$ cat config.mk
export PLATFORM = sky130hd
export DESIGN_NAME = if_fetch_unit_flat
export DESIGN_NICKNAME = d
export VERILOG_FILES = /design/src/rtl/mips_pkg.sv /design/src/rtl/if_fetch_unit_if.sv /design/src/rtl/if_fetch_unit.sv /design/src/flat_wrapper.sv
export SDC_FILE = /design/constraint.sdc
export NUM_CORES = 1
export LEC_CHECK = 0
export CAP_MARGIN = 10
export CORE_MARGIN = 5
export CORE_UTILIZATION = 44
export CTS_CLUSTER_SIZE = 10
export DETAILED_ROUTE_END_ITERATION = 6
export HOLD_SLACK_MARGIN = 0.06
export PLACE_DENSITY_LB_ADDON = 0.1
export SLEW_MARGIN = 20
export SYNTH_ARGS = -nofsm -noshare
export SYNTH_HDL_FRONTEND = slang
export SYNTH_SLANG_ARGS = --single-unit
$ cat constraint.sdc
create_clock -name clk -period 2.1 [get_ports clk]
set_input_delay 0.42 -clock clk [delete_from_list [all_inputs] [get_ports clk]]
set_output_delay 0.42 -clock clk [all_outputs]
set_load 0.05 [all_outputs]
$ cat src/rtl/mips_pkg.sv
// Shared definitions for the MIPS pipeline front end: word width, reset/NOP
// constants and the fetch-stage state encoding.
package mips_pkg;
  localparam int WORD_W = 32;
  localparam logic [WORD_W-1:0] RESET_PC  = 32'h0000_0000;
  localparam logic [WORD_W-1:0] NOP_INSTR = 32'h0000_0000;

  typedef enum logic [1:0] {
    S_REQ   = 2'd0,
    S_HOLD  = 2'd1,
    S_FLUSH = 2'd2
  } fetch_state_e;

  function automatic logic [WORD_W-1:0] word_align(input logic [WORD_W-1:0] a);
    return a & ~32'h3;
  endfunction
endpackage

$ cat src/rtl/if_fetch_unit_if.sv
// Instruction-memory read bus. req/addr are held until ack; ack ends the read
// and qualifies rdata in the same cycle.
interface if_fetch_unit_if;
  import mips_pkg::*;
  logic              imem_req;
  logic [WORD_W-1:0] imem_addr;
  logic              imem_ack;
  logic [WORD_W-1:0] imem_rdata;

  modport master (output imem_req, output imem_addr, input imem_ack, input imem_rdata);
  modport slave  (input imem_req, input imem_addr, output imem_ack, output imem_rdata);
endinterface

$ cat src/rtl/if_fetch_unit.sv
// Fetch stage: owns the PC, reads instruction memory and feeds the IF/ID
// register, with a one-word buffer for stalls and a flush state for redirects.
module if_fetch_unit
  import mips_pkg::*;
#(
  parameter logic [WORD_W-1:0] RESET_PC  = mips_pkg::RESET_PC,
  parameter logic [WORD_W-1:0] NOP_INSTR = mips_pkg::NOP_INSTR
) (
  input  logic               clk,
  input  logic               reset,
  input  logic               stall,
  input  logic               redirect,
  input  logic [WORD_W-1:0]  redirect_pc,
  if_fetch_unit_if.master    imem,
  output logic               le,
  output logic [WORD_W-1:0]  instruccion,
  output logic [WORD_W-1:0]  pc4,
  output logic [WORD_W-1:0]  fetch_count,
  output fetch_state_e       state_dbg
);

  fetch_state_e      state_q, state_d;
  logic [WORD_W-1:0] pc_q, pc_d;
  logic [WORD_W-1:0] buf_q, buf_d;
  logic [WORD_W-1:0] tgt_q, tgt_d;
  logic [WORD_W-1:0] cnt_q, cnt_d;
  logic [WORD_W-1:0] pc_plus4;
  logic [WORD_W-1:0] rpc_aligned;

  assign pc_plus4    = pc_q + 32'd4;
  assign rpc_aligned = word_align(redirect_pc);

  always_ff @(posedge clk) begin
    if (reset) begin
      state_q <= S_REQ;
      pc_q    <= RESET_PC;
      buf_q   <= '0;
      tgt_q   <= '0;
      cnt_q   <= '0;
    end else begin
      state_q <= state_d;
      pc_q    <= pc_d;
      buf_q   <= buf_d;
      tgt_q   <= tgt_d;
      cnt_q   <= cnt_d;
    end
  end

  always_comb begin
    state_d        = state_q;
    pc_d           = pc_q;
    buf_d          = buf_q;
    tgt_d          = tgt_q;
    cnt_d          = cnt_q;
    le             = 1'b0;
    instruccion    = buf_q;
    pc4            = pc_plus4;
    imem.imem_req  = 1'b0;
    imem.imem_addr = pc_q;

    unique case (state_q)
      S_REQ: begin
        imem.imem_req = 1'b1;
        if (redirect) begin
          le          = 1'b1;
          instruccion = NOP_INSTR;
          pc4         = '0;
          if (imem.imem_ack) begin
            pc_d = rpc_aligned;
          end else begin
            tgt_d   = rpc_aligned;
            state_d = S_FLUSH;
          end
        end else if (imem.imem_ack && !stall) begin
          le          = 1'b1;
          instruccion = imem.imem_rdata;
          pc_d        = pc_plus4;
          cnt_d       = cnt_q + 32'd1;
        end else if (imem.imem_ack) begin
          buf_d   = imem.imem_rdata;
          state_d = S_HOLD;
        end
      end

      S_HOLD: begin
        if (redirect) begin
          le          = 1'b1;
          instruccion = NOP_INSTR;
          pc4         = '0;
          pc_d        = rpc_aligned;
          state_d     = S_REQ;
        end else if (!stall) begin
          le      = 1'b1;
          pc_d    = pc_plus4;
          cnt_d   = cnt_q + 32'd1;
          state_d = S_REQ;
        end
      end

      S_FLUSH: begin
        // The wrong-path read must still complete at its original address.
        imem.imem_req = 1'b1;
        if (redirect) tgt_d = rpc_aligned;
        if (imem.imem_ack) begin
          pc_d    = redirect ? rpc_aligned : tgt_q;
          state_d = S_REQ;
        end
      end

      default: state_d = S_REQ;
    endcase
  end

  assign fetch_count = cnt_q;
  assign state_dbg   = state_q;

endmodule

$ cat src/flat_wrapper.sv
// flat-port wrapper written by rule: the top's interface ports become plain ports
module if_fetch_unit_flat import mips_pkg::*;
#(
  parameter logic [WORD_W-1:0] RESET_PC  = mips_pkg::RESET_PC,
  parameter logic [WORD_W-1:0] NOP_INSTR = mips_pkg::NOP_INSTR
)
  (clk, reset, stall, redirect, redirect_pc, le, instruccion, pc4, fetch_count, state_dbg, imem_imem_req, imem_imem_addr, imem_imem_ack, imem_imem_rdata);
  if_fetch_unit_if imem_i ();
  input  logic clk;
  input  logic reset;
  input  logic stall;
  input  logic redirect;
  input  logic [WORD_W-1:0] redirect_pc;
  output logic le;
  output logic [WORD_W-1:0] instruccion;
  output logic [WORD_W-1:0] pc4;
  output logic [WORD_W-1:0] fetch_count;
  output fetch_state_e state_dbg;
  output wire logic [$bits(imem_i.imem_req)-1:0] imem_imem_req;
  output wire logic [$bits(imem_i.imem_addr)-1:0] imem_imem_addr;
  input wire logic [$bits(imem_i.imem_ack)-1:0] imem_imem_ack;
  input wire logic [$bits(imem_i.imem_rdata)-1:0] imem_imem_rdata;
  assign imem_imem_req = imem_i.imem_req;
  assign imem_imem_addr = imem_i.imem_addr;
  assign imem_i.imem_ack = imem_imem_ack;
  assign imem_i.imem_rdata = imem_imem_rdata;
  if_fetch_unit #(.RESET_PC(RESET_PC), .NOP_INSTR(NOP_INSTR)) u_core (.clk(clk), .reset(reset), .stall(stall), .redirect(redirect), .redirect_pc(redirect_pc), .imem(imem_i), .le(le), .instruccion(instruccion), .pc4(pc4), .fetch_count(fetch_count), .state_dbg(state_dbg));
endmodule
==> insert_results.sql <==
INSERT INTO impl_metrics (metric_group, metric, value, unit) VALUES
('timing', 'finalSetupViolations', '60', ''),
('floorplanning', 'die_y', '138', 'um'),
('global_routing', 'groute.usage.overall', '26.4', '%'),
('synthesis', 'post_synth_xor_area_fraction', '6.68', '%'),
('synthesis', 'syn_avg_cell_area', '7.46', 'um^2'),
('timing', 'fin_skew', '0.00610', 'ns'),
('timing', 'max_freq', '356', 'MHz'),
('global_routing', 'met1_usage', '32.1', '%'),
('setup_path', 'reg_to_reg_setup_timing_slack', '-0.26', 'ns'),
('route', 'firstDrtPassIters', '6', ''),
('global_routing', 'pin_count_of_the_biggest_net_entering_global_routing', '53', ''),
('timing', 'relSlewSlack', '62.1', '%'),
('cts', 'cts_sinks', '130', ''),
('synthesis', 'synth-simple-area-share', '27.1', '%'),
('timing', 'worst-slew-pin-transition', '0.567', 'ns'),
('setup_path', 'critical_path.reg2reg.startpoint', 'u_core.imem.imem_addr[5]', ''),
('final_layout', 'final_area', '13100', 'um^2'),
('worst_hold_path', 'min_path_type', 'primary input to flip-flop', ''),
('synthesis', 'synth.top_cell.area_share', '36.1', '%'),
('setup_path', 'worst_ep_required_time', '1.68', 'ns'),
('power', 'power_density', '616', 'nW/um^2'),
('global_routing', 'initial_antenna_violation_count', '1', ''),
('floorplanning', 'number_of_rows_in_the_core_area', '46', ''),
('final_layout', 'net_count_final', '1360', ''),
('final_layout', 'syn_to_final_growth', '82.2', '%'),
('synthesis', 'netlist_instances', '967', ''),
('synthesis', 'syn-num-nets', '1038', ''),
('final_layout', 'final_core_utilization', '82.2', '%'),
('synthesis', 'post_synth_most_frequent_cells', 'sky130_fd_sc_hd__nand2_1 (140), sky130_fd_sc_hd__dfxtp_1 (130), sky130_fd_sc_hd__nor2_1 (117)', ''),
('placed_design', 'finalWeightedCongestion', '0.933', ''),
('route', 'route.detailed.wl_per_inst', '18.5', 'um'),
('timing', 'timing_max_transition_violations_final', '0', ''),
('timing', 'final.setup.tns', '-15.96', 'ns'),
('synthesis', 'synth_enable_flop_cells', '0', ''),
('route', 'remaining_drc_errors', '0', ''),
('flow_run', 'drv_cap', '0', ''),
('global_routing', 'first_global_vias', '8378', ''),
('synthesis', 'synth_top_family_by_area', 'simple AND/OR/NAND/NOR gates', ''),
('power', 'net_switching_power', '2.42', 'mW'),
('timing', 'layout_setup_ws', '-0.711', 'ns'),
('cts', 'cts_tree', 'done', ''),
('route', 'wirelength', '28.2', 'mm'),
('cts', 'clk_latency', '0.42', 'ns'),
('power', 'pwr-share-seq', '33.2', '%'),
('cts', 'clk_pin_slew', '0.06', 'ns'),
('timing', 'rsz0062_at_grt', 'yes', ''),
('timing', 'min_period', '2.81', 'ns'),
('route', 'detail_route.vias_per_cell', '5.73', ''),
('global_routing', 'global_route.usage.met2', '44.9', '%'),
('final_layout', 'final_layout_size_suffix_gt1_share', '36.8', '%'),
('setup_path', 'worst_setup_path_startpoint', 'u_core.imem.imem_addr[5]', ''),
('status', 'run_status', 'complete, but fails checks', ''),
('setup_path', 'worstSetupPathType', 'flip-flop to output port', ''),
('power', 'p_int', '5.68', 'mW'),
('synthesis', 'post-synth-top-count-cell', 'sky130_fd_sc_hd__nand2_1', ''),
('power', 'comb_power_share', '25.3', '%'),
('setup_path', 'worst_setup_path_endpoint', 'pc4[20]', ''),
('setup_path', 'max_stage_delay', '0.60', 'ns'),
('status', 'failed_checks', 'setup timing', ''),
('global_routing', 'grtUsageMet3', '7.10', '%'),
('global_routing', 'grt.busiest_layer', 'met2', ''),
('route', 'vias', '8709', ''),
('synthesis', 'synthesis_stage_register_bit_count', '130', ''),
('synthesis', 'synthTopCellsByArea', 'sky130_fd_sc_hd__dfxtp_1 (36%), sky130_fd_sc_hd__nand2_1 (7.3%), sky130_fd_sc_hd__nor2_1 (6.1%)', ''),
('timing', 'hold_viol', '0', ''),
('cts', 'ctsRootBufferMaster', 'sky130_fd_sc_hd__clkbuf_16', ''),
('synthesis', 'mux_share_of_post_synthesis_cell_area', '1.65', '%'),
('power', 'clock_power_share', '41.5', '%'),
('setup_path', 'timing.critical_path.to_type', 'output port', ''),
('placed_design', 'hpwl', '17.2', 'mm'),
('setup_path', 'timing.critical_path.from_type', 'flip-flop', '');
through the flow:
| step | setup WS, ns | power [mW] | hold slack [ns] |
|---|---|---|---|
| 3_5_place_dp | -0.341 | 4.56 | 0.448 |
| 6_report | -0.711 | 8.10 | 0.373 |
| 5_1_grt | -0.817 | 8.36 | 0.376 |
| 2_1_floorplan | -0.493 | 3.78 | 0.429 |
| 3_3_place_gp | -0.331 | 4.54 | 0.443 |
| 4_1_cts | -0.704 | 8.02 | 0.341 |
final cells by class:
| type | count | area (um^2) |
|---|---|---|
| clock buffers | 22 | 507 |
| flip-flops and latches | 130 | 2700 |
| diodes | 2 | 5.00 |
| well taps | 216 | 270 |
| clock inverters | 10 | 165 |
| multi-input cells | 743 | 5290 |
| fillers | 965 | 2850 |
| inverters | 13 | 56.3 |
| repair buffers | 384 | 4150 |
cells in the final DEF, fill, tap and decap left out, drive strengths merged, types with 23 or more instances in the layout:
cell type / n
o21ai: 72
a211oi: 36
a21oi: 71
clkbuf: 23
buf: 259
clkdlybuf4s50: 80
nor2: 117
a22o: 32
nand3: 33
nand2: 140
nand4: 23
xnor2: 35
dfxtp: 130
dlygate4sd2: 32
registers in the layout, summed over array words and instances, names as in the netlist:
| signal | flops |
|---|---|
| u_core.tgt_q | 32 |
| u_core.state_dbg | 2 |
| u_core.imem.imem_addr | 32 |
| u_core.buf_q | 32 |
| u_core.fetch_count | 32 |
worst min path at each step:
stage	startpoint	endpoint	slack, ns	depth (start not counted)
floorplan	u_core.tgt_q[0]	u_core.tgt_q[0]	0.43	1
global placement	u_core.buf_q[31]	u_core.buf_q[31]	0.44	2
detailed placement	u_core.state_dbg[0]	u_core.state_dbg[1]	0.45	1
CTS	reset	u_core.imem.imem_addr[29]	0.34	2
global route	reset	u_core.imem.imem_addr[29]	0.38	2
finish	reset	u_core.imem.imem_addr[15]	0.37	2
power groups by stage:
stage                     clock (mW)  sequential, mW  combinational [mW]
after global placement             0            2.72                1.82
final                           3.36            2.69                2.05
after CTS                       3.37            2.68                1.97
after global routing            3.49            2.70                2.16
after floorplan                    0            2.89               0.883
after detailed placement           0            2.73                1.84
timing repair:
item / in CTS / in global routing
pin swaps: 36 / 54
hold endpoints to repair: 0 / 0
gates resized for setup: 128 / 66
endpoints found under the setup margin: 92 / 82
hold buffers: 0 / 0
buffers inserted: 30 / 26
cloned: 6 / 1
layer usage:
metal  vias up  routed length (um)
met5         -                   0
met3        78                2130
met2       386               14000
met4         0                 973
li1       4112                   -
met1      4133               11100
kinds of logic after synthesis:
| logic type | after synthesis |
|---|---|
| adder cells (fa/ha/maj) | 2 |
| AO/OA/AOI/OAI | 260 |
| AND/OR/NAND/NOR | 415 |
| flip-flops | 130 |
| XOR/XNOR | 55 |
| buffers and inverters | 94 |
| multiplexers | 11 |
Power figures use the tool's default switching activity.
